[config.mk]
export PLATFORM = sky130hd
export DESIGN_NAME = arb_mux21_flat
export DESIGN_NICKNAME = d
export VERILOG_FILES = /design/src/rtl/arb_mux21_pkg.sv /design/src/rtl/arb_mux21_if.sv /design/src/rtl/mux21_w.sv /design/src/rtl/arb_mux21.sv /design/src/flat_wrapper.sv
export SDC_FILE = /design/constraint.sdc
export NUM_CORES = 1
export LEC_CHECK = 0
export ABC_CLOCK_PERIOD_IN_PS = 2000
export CORE_ASPECT_RATIO = 1.1
export CORE_MARGIN = 1
export CORE_UTILIZATION = 43
export CTS_BUF_LIST = sky130_fd_sc_hd__clkbuf_8
export CTS_CLUSTER_DIAMETER = 40
export CTS_CLUSTER_SIZE = 40
export DETAILED_ROUTE_END_ITERATION = 8
export GPL_TIMING_DRIVEN = 0
export MAX_ROUTING_LAYER = met4
export PLACE_DENSITY = 0.82
export SLEW_MARGIN = 10
export SYNTH_ARGS = -nofsm -noshare
export SYNTH_HDL_FRONTEND = slang
export SYNTH_HIERARCHICAL = 1
export SYNTH_SLANG_ARGS = --single-unit
[constraint.sdc]
create_clock -name clk -period 2 [get_ports clk]
set_input_delay 0.3 -clock clk [delete_from_list [all_inputs] [get_ports clk]]
set_output_delay 0.3 -clock clk [all_outputs]
set_load 0.02 [all_outputs]
[src/rtl/arb_mux21_pkg.sv]
// Shared types and constants for the two-requester round-robin mux arbiter.
// The state encoding is fixed so that IDLE reads back as zero.
package arb_pkg;

    typedef enum logic [1:0] {
        IDLE = 2'd0,
        GNT0 = 2'd1,
        GNT1 = 2'd2
    } state_t;

    localparam logic SEL_REQ0 = 1'b0;

endpackage

[src/rtl/arb_mux21_if.sv]
// Stream bundle for arb_mux21: two requester streams, one muxed output stream
// and the arbiter status flags.
interface arb_mux21_if #(
    parameter int WIDTH = 8
);

    logic             req0_valid;
    logic [WIDTH-1:0] req0_data;
    logic             req0_last;
    logic             req0_ready;
    logic             req1_valid;
    logic [WIDTH-1:0] req1_data;
    logic             req1_last;
    logic             req1_ready;
    logic             out_valid;
    logic [WIDTH-1:0] out_data;
    logic             out_last;
    logic             out_ready;
    logic             sel;
    logic             busy;
    logic             abort;

    // Producers and the downstream consumer together form the master side.
    modport master (
        output req0_valid, req0_data, req0_last,
        output req1_valid, req1_data, req1_last,
        output out_ready,
        input  req0_ready, req1_ready,
        input  out_valid, out_data, out_last,
        input  sel, busy, abort
    );

    modport slave (
        input  req0_valid, req0_data, req0_last,
        input  req1_valid, req1_data, req1_last,
        input  out_ready,
        output req0_ready, req1_ready,
        output out_valid, out_data, out_last,
        output sel, busy, abort
    );

endinterface

[src/rtl/mux21_w.sv]
// Parameterised WIDTH-bit 2:1 datapath mux: y = a when sel = 0, b when sel = 1.
module mux21_w #(
    parameter int WIDTH = 8
) (
    input  logic             sel,
    input  logic [WIDTH-1:0] a,
    input  logic [WIDTH-1:0] b,
    output logic [WIDTH-1:0] y
);

    assign y = sel ? b : a;

endmodule

[src/rtl/arb_mux21.sv]
// Round-robin arbiter for two valid/ready/last streams sharing one 2:1 mux path.
// A grant is held until the last beat is accepted or a mid-packet stall times out.
module arb_mux21
    import arb_pkg::*;
#(
    parameter int WIDTH   = 8,
    parameter int TIMEOUT = 15,
    parameter int CNT_W   = 4
) (
    input  logic           clk,
    input  logic           rst_n,
    arb_mux21_if.slave     bus
);

    // The stall that would bring the count to TIMEOUT revokes the grant instead.
    localparam logic [CNT_W-1:0] STALL_MAX = CNT_W'(TIMEOUT - 1);

    state_t           state, state_nxt;
    logic             sel_q, sel_nxt;
    logic             ptr, ptr_nxt;
    logic             busy_q;
    logic             abort_q, abort_nxt;
    logic [CNT_W-1:0] stall, stall_nxt;

    logic             granted;
    logic             gnt_valid;
    logic             xfer_last;
    logic             grant0;
    logic             grant1;
    logic [WIDTH-1:0] mux_data;
    logic             mux_last;

    mux21_w #(.WIDTH(WIDTH)) u_data_mux (
        .sel (sel_q),
        .a   (bus.req0_data),
        .b   (bus.req1_data),
        .y   (mux_data)
    );

    mux21_w #(.WIDTH(1)) u_last_mux (
        .sel (sel_q),
        .a   (bus.req0_last),
        .b   (bus.req1_last),
        .y   (mux_last)
    );

    assign granted   = (state != IDLE);
    assign gnt_valid = granted & (sel_q ? bus.req1_valid : bus.req0_valid);
    assign xfer_last = gnt_valid & bus.out_ready & mux_last;

    assign bus.out_valid  = gnt_valid;
    assign bus.out_data   = granted ? mux_data : '0;
    assign bus.out_last   = granted & mux_last;
    assign bus.req0_ready = (state == GNT0) & bus.out_ready;
    assign bus.req1_ready = (state == GNT1) & bus.out_ready;
    assign bus.sel        = sel_q;
    assign bus.busy       = busy_q;
    assign bus.abort      = abort_q;

    // On a tie the requester that was not served last wins.
    assign grant0 = bus.req0_valid & (~bus.req1_valid | (ptr != SEL_REQ0));
    assign grant1 = bus.req1_valid & (~bus.req0_valid | (ptr == SEL_REQ0));

    always_comb begin
        state_nxt = state;
        sel_nxt   = sel_q;
        ptr_nxt   = ptr;
        stall_nxt = stall;
        abort_nxt = 1'b0;
        unique case (state)
            IDLE: begin
                if (grant0) begin
                    state_nxt = GNT0;
                    sel_nxt   = SEL_REQ0;
                    ptr_nxt   = SEL_REQ0;
                    stall_nxt = '0;
                end else if (grant1) begin
                    state_nxt = GNT1;
                    sel_nxt   = ~SEL_REQ0;
                    ptr_nxt   = ~SEL_REQ0;
                    stall_nxt = '0;
                end
            end
            GNT0, GNT1: begin
                if (xfer_last) begin
                    state_nxt = IDLE;
                    stall_nxt = '0;
                end else if (gnt_valid) begin
                    stall_nxt = '0;
                end else if (stall == STALL_MAX) begin
                    state_nxt = IDLE;
                    stall_nxt = '0;
                    abort_nxt = 1'b1;
                end else begin
                    stall_nxt = stall + CNT_W'(1);
                end
            end
            default: begin
                state_nxt = IDLE;
                stall_nxt = '0;
            end
        endcase
    end

    always_ff @(posedge clk or negedge rst_n) begin
        if (!rst_n) begin
            state   <= IDLE;
            sel_q   <= SEL_REQ0;
            ptr     <= ~SEL_REQ0;
            busy_q  <= 1'b0;
            abort_q <= 1'b0;
            stall   <= '0;
        end else begin
            state   <= state_nxt;
            sel_q   <= sel_nxt;
            ptr     <= ptr_nxt;
            busy_q  <= (state_nxt != IDLE);
            abort_q <= abort_nxt;
            stall   <= stall_nxt;
        end
    end

endmodule
[src/flat_wrapper.sv]
// flat-port wrapper written by rule: the top's interface ports become plain ports
module arb_mux21_flat import arb_pkg::*;
#(
    parameter int WIDTH   = 8,
    parameter int TIMEOUT = 15,
    parameter int CNT_W   = 4
)
  (clk, rst_n, bus_req0_valid, bus_req0_data, bus_req0_last, bus_req1_valid, bus_req1_data, bus_req1_last, bus_out_ready, bus_req0_ready, bus_req1_ready, bus_out_valid, bus_out_data, bus_out_last, bus_sel, bus_busy, bus_abort);
  arb_mux21_if #(.WIDTH(WIDTH)) bus_i ();
  input  logic clk;
  input  logic rst_n;
  input wire logic [$bits(bus_i.req0_valid)-1:0] bus_req0_valid;
  input wire logic [$bits(bus_i.req0_data)-1:0] bus_req0_data;
  input wire logic [$bits(bus_i.req0_last)-1:0] bus_req0_last;
  input wire logic [$bits(bus_i.req1_valid)-1:0] bus_req1_valid;
  input wire logic [$bits(bus_i.req1_data)-1:0] bus_req1_data;
  input wire logic [$bits(bus_i.req1_last)-1:0] bus_req1_last;
  input wire logic [$bits(bus_i.out_ready)-1:0] bus_out_ready;
  output wire logic [$bits(bus_i.req0_ready)-1:0] bus_req0_ready;
  output wire logic [$bits(bus_i.req1_ready)-1:0] bus_req1_ready;
  output wire logic [$bits(bus_i.out_valid)-1:0] bus_out_valid;
  output wire logic [$bits(bus_i.out_data)-1:0] bus_out_data;
  output wire logic [$bits(bus_i.out_last)-1:0] bus_out_last;
  output wire logic [$bits(bus_i.sel)-1:0] bus_sel;
  output wire logic [$bits(bus_i.busy)-1:0] bus_busy;
  output wire logic [$bits(bus_i.abort)-1:0] bus_abort;
  assign bus_i.req0_valid = bus_req0_valid;
  assign bus_i.req0_data = bus_req0_data;
  assign bus_i.req0_last = bus_req0_last;
  assign bus_i.req1_valid = bus_req1_valid;
  assign bus_i.req1_data = bus_req1_data;
  assign bus_i.req1_last = bus_req1_last;
  assign bus_i.out_ready = bus_out_ready;
  assign bus_req0_ready = bus_i.req0_ready;
  assign bus_req1_ready = bus_i.req1_ready;
  assign bus_out_valid = bus_i.out_valid;
  assign bus_out_data = bus_i.out_data;
  assign bus_out_last = bus_i.out_last;
  assign bus_sel = bus_i.sel;
  assign bus_busy = bus_i.busy;
  assign bus_abort = bus_i.abort;
  arb_mux21 #(.WIDTH(WIDTH), .TIMEOUT(TIMEOUT), .CNT_W(CNT_W)) u_core (.clk(clk), .rst_n(rst_n), .bus(bus_i));
endmodule
# Yosys cells after proc, flatten, opt, wreduce, memory -nomap -nowiden
# Index checks and enable logic that the tools add are counted.
[totals]
regBits = 10
in_bits = 23
out_inout_bits = 15
wordCells = 52
[classes]
add_sub_neg = 1
eq_ne = 4
muxes = 22
bitwise_logic = 13
reduce_logical = 6
[ops]
columns = ["operator", "count"]
rows = [
  ["$mux W4", 5],
  ["$mux W8", 2],
  ["$mux W2", 5],
  ["$and A1 B1 Y1", 8],
  ["$mux W1", 8],
  ["$pmux W4 S2", 1],
  ["$reduce_bool A2 Y1", 3],
  ["$add A4 B1 Y4 const B", 1],
  ["$eq A4 B4 Y1 const B", 1],
  ["$pmux W2 S2", 1],
  ["$ne A3 B1 Y1 const B", 1],
  ["$not A1 Y1", 3],
  ["$eq A2 B1 Y1 const B", 1],
  ["$eq A2 B2 Y1 const B", 1],
  ["$logic_not A2 Y1", 1],
  ["$or A1 B1 Y1", 2],
  ["$reduce_and A2 Y1", 1],
  ["$reduce_or A2 Y1", 1],
]

# Depth between registers and ports, before layout
[depth]
word_depth = 7
ltp_mapped = 6
depth_no_buf = 6

# Hierarchy
# Netlist, hierarchy kept.
[by_module_without_submodules]
columns = ["mod", "n_inst", "cells_each", "area_each_um2", "seq_area_each_um2"]
rows = [
  ["arb_mux21", 1, 72, 719.4, 251.5],
  ["mux21_w (u_core.u_data_mux)", 1, 9, 131.4, 0.0],
  ["mux21_w (u_core.u_last_mux)", 1, 1, 15.0, 0.0],
]

# Worst setup path after synthesis
# No wires, ideal clock.
[synth_path]
path_type = "flip-flop to flip-flop"
startpoint = "register u_core.state[0]"
endpoint = "register u_core.state[1]"
setup_time_ns = 0.118
arrival_ns = 1.516
required_ns = 1.882
slack_ns = 0.366
stages_incl_launch_ff = 6
path_buffers = 0
synth_period_minus_slack_ns = 1.634
path_cell_list = "dfrtp_1 > inv_1 > ha_1 > nor2_2 > mux2_4 > a21o_1"
[synth_between]
elab_chain_len = 6
word_cells_on_any_way = 11
classes_between = "eq/ne: 2; mux: 3; bitwise: 3; reduce/logical: 3"
[synth_lines]
columns = ["element", "line_no", "text"]
rows = [
  ["start: declaration", "arb_mux21.sv:18", "state_t state, state_nxt;"],
  ["start signal: assignment", "arb_mux21.sv:114", "state <= state_nxt;"],
  ["$reduce_bool A2 Y1 (*)", "arb_mux21.sv:47", "assign granted = (state != IDLE);"],
  ["$and A1 B1 Y1 (*)", "arb_mux21.sv:48", "assign gnt_valid = granted & (sel_q ? bus.req1_valid : bus.req0_valid);"],
  ["net bus_out_valid", "flat_wrapper.sv:21", "output wire logic [$bits(bus_i.out_valid)-1:0] bus_out_valid;"],
  ["$and A1 B1 Y1 (2 in a row)", "arb_mux21.sv:49", "assign xfer_last = gnt_valid & bus.out_ready & mux_last;"],
  ["$mux W2 (*)", "arb_mux21.sv:85", "if (xfer_last) begin"],
  ["$pmux W2 S2 (*)", "arb_mux21.sv:70", "unique case (state)"],
  ["net u_core.state_nxt[1]", "arb_mux21.sv:18", ""],
]
# The timed path passes the listed nets; every way through them passes the cells marked *.
# A chain may end at the register's enable or synchronous reset.

# Worst setup path in the final report
[layout_path]
startpoint = "register u_core.state[1]"
endpoint = "output bus_out_data[2]"
[layout_between]
elab_chain_len = 2
[layout_lines]
columns = ["element", "line_no", "text"]
rows = [
  ["$reduce_bool A2 Y1", "arb_mux21.sv:47", ""],
  ["$mux W8", "arb_mux21.sv:52", "assign bus.out_data = granted ? mux_data : '0;"],
  ["end: declaration", "flat_wrapper.sv:22", "output wire logic [$bits(bus_i.out_data)-1:0] bus_out_data;"],
]
# Every way passes these cells.

==> reports/results.md <==
| Step | Parameter | This run |
|:---|:---|:---|
| sta | Unrepaired setup endpoints after global routing | no |
| logic synthesis | Mean area per synthesized cell | 10.56 um^2 |
| pwr | Reported net switching power | 0.0007458 W |
| detailed routing | Antenna-violating nets left | 0 |
| sta | Final setup skew | 4.804 ps |
| logic synthesis | Syn_nets | 111 |
| detailed routing | Number of iterations in the first detailed-routing pass | 4 |
| logic synthesis | Leading post-synthesis cells by cell area | sky130_fd_sc_hd__dfrtp_1 26%, sky130_fd_sc_hd__mux2_4 17%, sky130_fd_sc_hd__ha_1 8.7%, sky130_fd_sc_hd__nor2b_1 5.1%, sky130_fd_sc_hd__buf_6 3.9% |
| detailed routing | Number of vias in the routed layout | 798 |
| detailed routing | Routed Wire Length | 1966 um |
| logic synthesis | Multiplexer fraction of the synthesized cell area | 0.1893 |
| sta | Final count of pins violating max slew | 0 |
| clock tree | Depth of the CTS H-tree | 1 |
| floorplanning | Die Area | 0.002197 mm^2 |
| detailed routing | Initial DRC count | 4 |
| floorplanning | Die Span Y | 49.06 um |
| logic synthesis | Post-synthesis cell type count | 33 |
| sta | Achievable clock frequency | 519.0 MHz |
| logic synthesis | Post-Synth XOR/XNOR Area | 0 |
| logic synthesis | Number of flip-flops and latches in the synthesized netlist | 10 |
| layout | Count of antenna diodes in the layout | 0 |
| floorplanning | Die Width | 44.79 um |
| layout | Area of combinational cells with multiple inputs | 574.3 um^2 |
| worst hold path | Start point of the worst hold path | bus_req0_valid |
| sta | Least-Margin Pin Slew | 447.6 ps |
| placement | DP Worst Slack | -207.1 ps |
| pwr | P per Cell Area | 1351 mW/mm^2 |
| worst hold path | Min-delay worst type | in2reg |
| logic synthesis | Adder-cell area share of the yosys netlist | 0.08671 |
| sta | Hold_ws | 275.0 ps |
| floorplanning | Boundary Pins | 38 |
| clock tree | Clock insertion delay at the later pin of the skew report | 230 ps |
| layout | Leading cell type in the layout, fill and taps excluded | sky130_fd_sc_hd__clkdlybuf4s50_1 |
| pwr | VDD IR max | 0.0009591 V |
| worst hold path | Worst Hold End | u_core/ptr |
| grt | GRT Resource Usage Total | 0.2134 |
| placement | Number of buffer cells added on primary ports | 35 |
| clock tree | CTS clk-pin slew, worst paths | 50 ps |
| pwr | Combinational fraction of design power | 0.671 |
| pwr | Clock network fraction of total power | 0.118 |
| layout | Post-Layout Cell Count | 148 |
| sta | Relative max-transition margin | 0.7007 |
| logic synthesis | Yosys warnings | 6 |
| grt | Global-route congestion overflow total | 0 |
| placement | Final GP Congestion | 0.7748 |
| setup path | Worst-case reg-to-reg path depth | 6 |
| logic synthesis | Number of instances in the synthesized netlist | 82 |
| logic synthesis | Share of synthesized area occupied by flip-flops and latches | 0.2905 |
| worst hold path | Number of cells on the worst hold path | 2 |
| setup path | Critical R2R Launch | u_core/state[1] |
| floorplanning | Core box area | 0.001842 mm^2 |
| layout | Number of fill cells | 143 |
| sta | PnR worst setup slack | 73.22 ps |
| clock tree | Total clock buffers created by CTS | 3 |
| layout | Highest-count cells in the layout ignoring fill and taps | 23 x sky130_fd_sc_hd__clkdlybuf4s50_1, 10 x sky130_fd_sc_hd__mux2_4, 8 x sky130_fd_sc_hd__dfrtp_1 |
| clock tree | Post-CTS Setup Repair Bufs | 0 |
| pwr | Portion of total power attributed to sequential cells | 0.211 |
| grt | Largest net degree at the start of global routing | 11 |
| logic synthesis | Top cell type's share of synthesized area | 0.2601 |
| setup path | Largest driver fanout on the critical path | 10 |
| floorplanning | Cell row count | 16 |
| setup path | Worst flop-to-flop path endpoint | u_core/stall[3] |
| outcome | Outcome | completed |
| layout | Share of post-route cells with drive strength above 1 | 0.2645 |
| floorplanning | Initial Util | 0.4701 |
| pwr | Cell-internal power | 0.001006 W |
| layout | Net count, final | 151 |
| grt | Antenna violations before repair | 0 |
| logic synthesis | Netlist area before placement | 865.8 um^2 |
| logic synthesis | Largest area contributor in the synthesized netlist | sky130_fd_sc_hd__dfrtp_1 |
| sta | Count of final setup violators | 0 |
| logic synthesis | Largest family of logic cells by synthesized area | simple AND/OR/NAND/NOR gates |
| pwr | Switching Fraction | 0.4258 |
| detailed routing | Vias per cell | 5.392 |
| setup path | Crit path launch type | flop |
| logic synthesis | Share of the synthesized area in compound gates (AO/OA/AOI/OAI) | 0.1503 |
| clock tree | Total clock sinks | 10 |
| flow run | Number of violations of the max-capacitance limit | 0 |
| placement | Number of placed instances, taps included | 144 |
| logic synthesis | Basic-gate share of the synthesized area counting and, or, nand and nor cells | 0.2225 |
| sta | Period Utilization, post-route | 0.9634 |
| sta | Shortest clock period the worst path allows after layout | 1927 ps |
| setup path | Crit path required time | 1700 ps |
| sta | Endpoints failing hold | 0 |
| grt | Number of global-route vias before repair | 847 |
| detailed routing | DRC | 0 |
| clock tree | Clock tree from TritonCTS | yes |
| clock tree | CTS root buf | sky130_fd_sc_hd__clkbuf_8 |
| layout | Area taken by flip-flops and latches | 252.7 um^2 |
| layout | Synthesis-to-layout area growth | 49.71% |
| grt | First-pass GRT wire length | 3381 um |
| clock tree | Maximum number of buffers from clock root to sink | 2 |
| setup path | Critical path start-end classification | reg2out |
| setup path | Reg2Reg Setup Slack | 320 ps |
| placement | Hpwl dp | 1609 um |
| pwr | Static Leak | 0.6417 nW |
| setup path | Kind of end point of the critical path | output pin |
| setup path | Arrival time worst endpoint | 1630 ps |
| detailed routing | Average wire length per cell after detail routing | 13.28 um |
-- cell families (layout without fill, tap and decap cells) --
group,count (synthesis),in the layout
and+or+nand+nor,28,28
buffers and inverters,8,47
adders and majority gates,6,6
DFF,10,10
AOI/OAI and AO/OA,19,19
muxes,11,11
-- critical path, stage by stage (launching register included) --
cell and delay [ps]:
sky130_fd_sc_hd__dfrtp_1 430, sky130_fd_sc_hd__inv_1 130, sky130_fd_sc_hd__ha_4 210, sky130_fd_sc_hd__clkbuf_4 190, sky130_fd_sc_hd__nor2b_1 100, sky130_fd_sc_hd__dlygate4sd2_1 340
-- area by class of cell --
cell class	count	area share
clock buffers	3	0.03185
plain buffers	4	0.03185
well taps	27	0.02606
multi-input cells	64	0.4431
clock inverters	1	0.002896
flip-flops and latches	10	0.1950
repair buffers	35	0.2577
inverters	4	0.01158
-- Yosys cell counts --
cell type and count:
sky130_fd_sc_hd__o21bai_1 1, sky130_fd_sc_hd__a31oi_1 2, sky130_fd_sc_hd__and2_1 2, sky130_fd_sc_hd__and2b_1 2, sky130_fd_sc_hd__nor2_2 1, sky130_fd_sc_hd__a211o_1 1, sky130_fd_sc_hd__a2bb2oi_1 1, sky130_fd_sc_hd__ha_1 6
sky130_fd_sc_hd__or2b_1 1, sky130_fd_sc_hd__a21oi_1 6, sky130_fd_sc_hd__o41ai_1 1, sky130_fd_sc_hd__nor4_1 2, sky130_fd_sc_hd__nor4b_2 1, sky130_fd_sc_hd__nand2_1 2, sky130_fd_sc_hd__nor3b_4 1, sky130_fd_sc_hd__dfstp_2 1
sky130_fd_sc_hd__mux2i_2 1, sky130_fd_sc_hd__dfrtp_1 9, sky130_fd_sc_hd__inv_1 4, sky130_fd_sc_hd__nor2_1 2, sky130_fd_sc_hd__clkbuf_1 1, sky130_fd_sc_hd__mux2_4 10, sky130_fd_sc_hd__or3_1 1, sky130_fd_sc_hd__nor2b_1 7
sky130_fd_sc_hd__o2bb2ai_1 2, sky130_fd_sc_hd__nor3_1 1, sky130_fd_sc_hd__o21ai_0 1, sky130_fd_sc_hd__or2b_2 2, sky130_fd_sc_hd__a21o_1 3, sky130_fd_sc_hd__o21ai_2 1, sky130_fd_sc_hd__buf_6 3, sky130_fd_sc_hd__nand3_1 2
sky130_fd_sc_hd__and3_2 1
-- worst max path at each step --
stage                    start         endpoint  slack, ps  cells past startpoint
2_1_floorplan  u_core/state[0]  u_core/state[1]        370                      5
6_report       u_core/state[1]  bus_out_data[2]         70                      5
5_1_grt        u_core/state[1]  bus_out_data[4]          3                      5
3_3_place_gp   u_core/state[0]  bus_out_data[3]       -170                      5
4_1_cts        u_core/state[0]  bus_out_data[6]         10                      5
3_5_place_dp   u_core/state[0]  bus_out_data[3]       -210                      5
-- power by group through the flow --
stage | clock network (W) | registers [W] | logic, W
2_1_floorplan | 0 | 0.000372 | 0.000779
3_3_place_gp | 0 | 0.000362 | 0.00116
3_5_place_dp | 0 | 0.000366 | 0.00121
4_1_cts | 0.000211 | 0.000367 | 0.00116
5_1_grt | 0.000218 | 0.000380 | 0.00127
6_report | 0.000207 | 0.000370 | 0.00117
-- metal layers --
metal / wire, um / vias up / global-route usage
met5: 0 / - / -
met4: 31 / 0 / 0.09091
met3: 100 / 4 / 0.03333
met2: 1068 / 39 / 0.3922
met1: 764 / 383 / 0.2133
li1: - / 372 / -
-- registers in the layout, indices dropped and copies added, names as in the netlist --
register,cells
u_core/state,2
u_core/bus.busy,1
u_core/stall,4
u_core/ptr,1
u_core/bus.abort,1
u_core/bus.sel,1
-- stage by stage --
step                      TNS, ps  instance area [um^2]  utilization  power [W]
after detailed placement    -1220                  1250       0.6787   0.001573
after global placement      -1030                  1250       0.6787   0.001526
final                           0                  1296       0.7038   0.001751
after CTS                       0                  1290       0.7004   0.001738
after global routing            0                  1296       0.7038   0.001867
after floorplan                 0                 865.8            -   0.001151
-- what timing repair did --
item / 4_1_cts / 5_1_grt
gates cloned: 0 / 0
hold buffers: 0 / 0
setup endpoints to repair: 10 / 8
gates resized for setup: 14 / 12
Note: power is estimated with default switching activity, not from simulation.
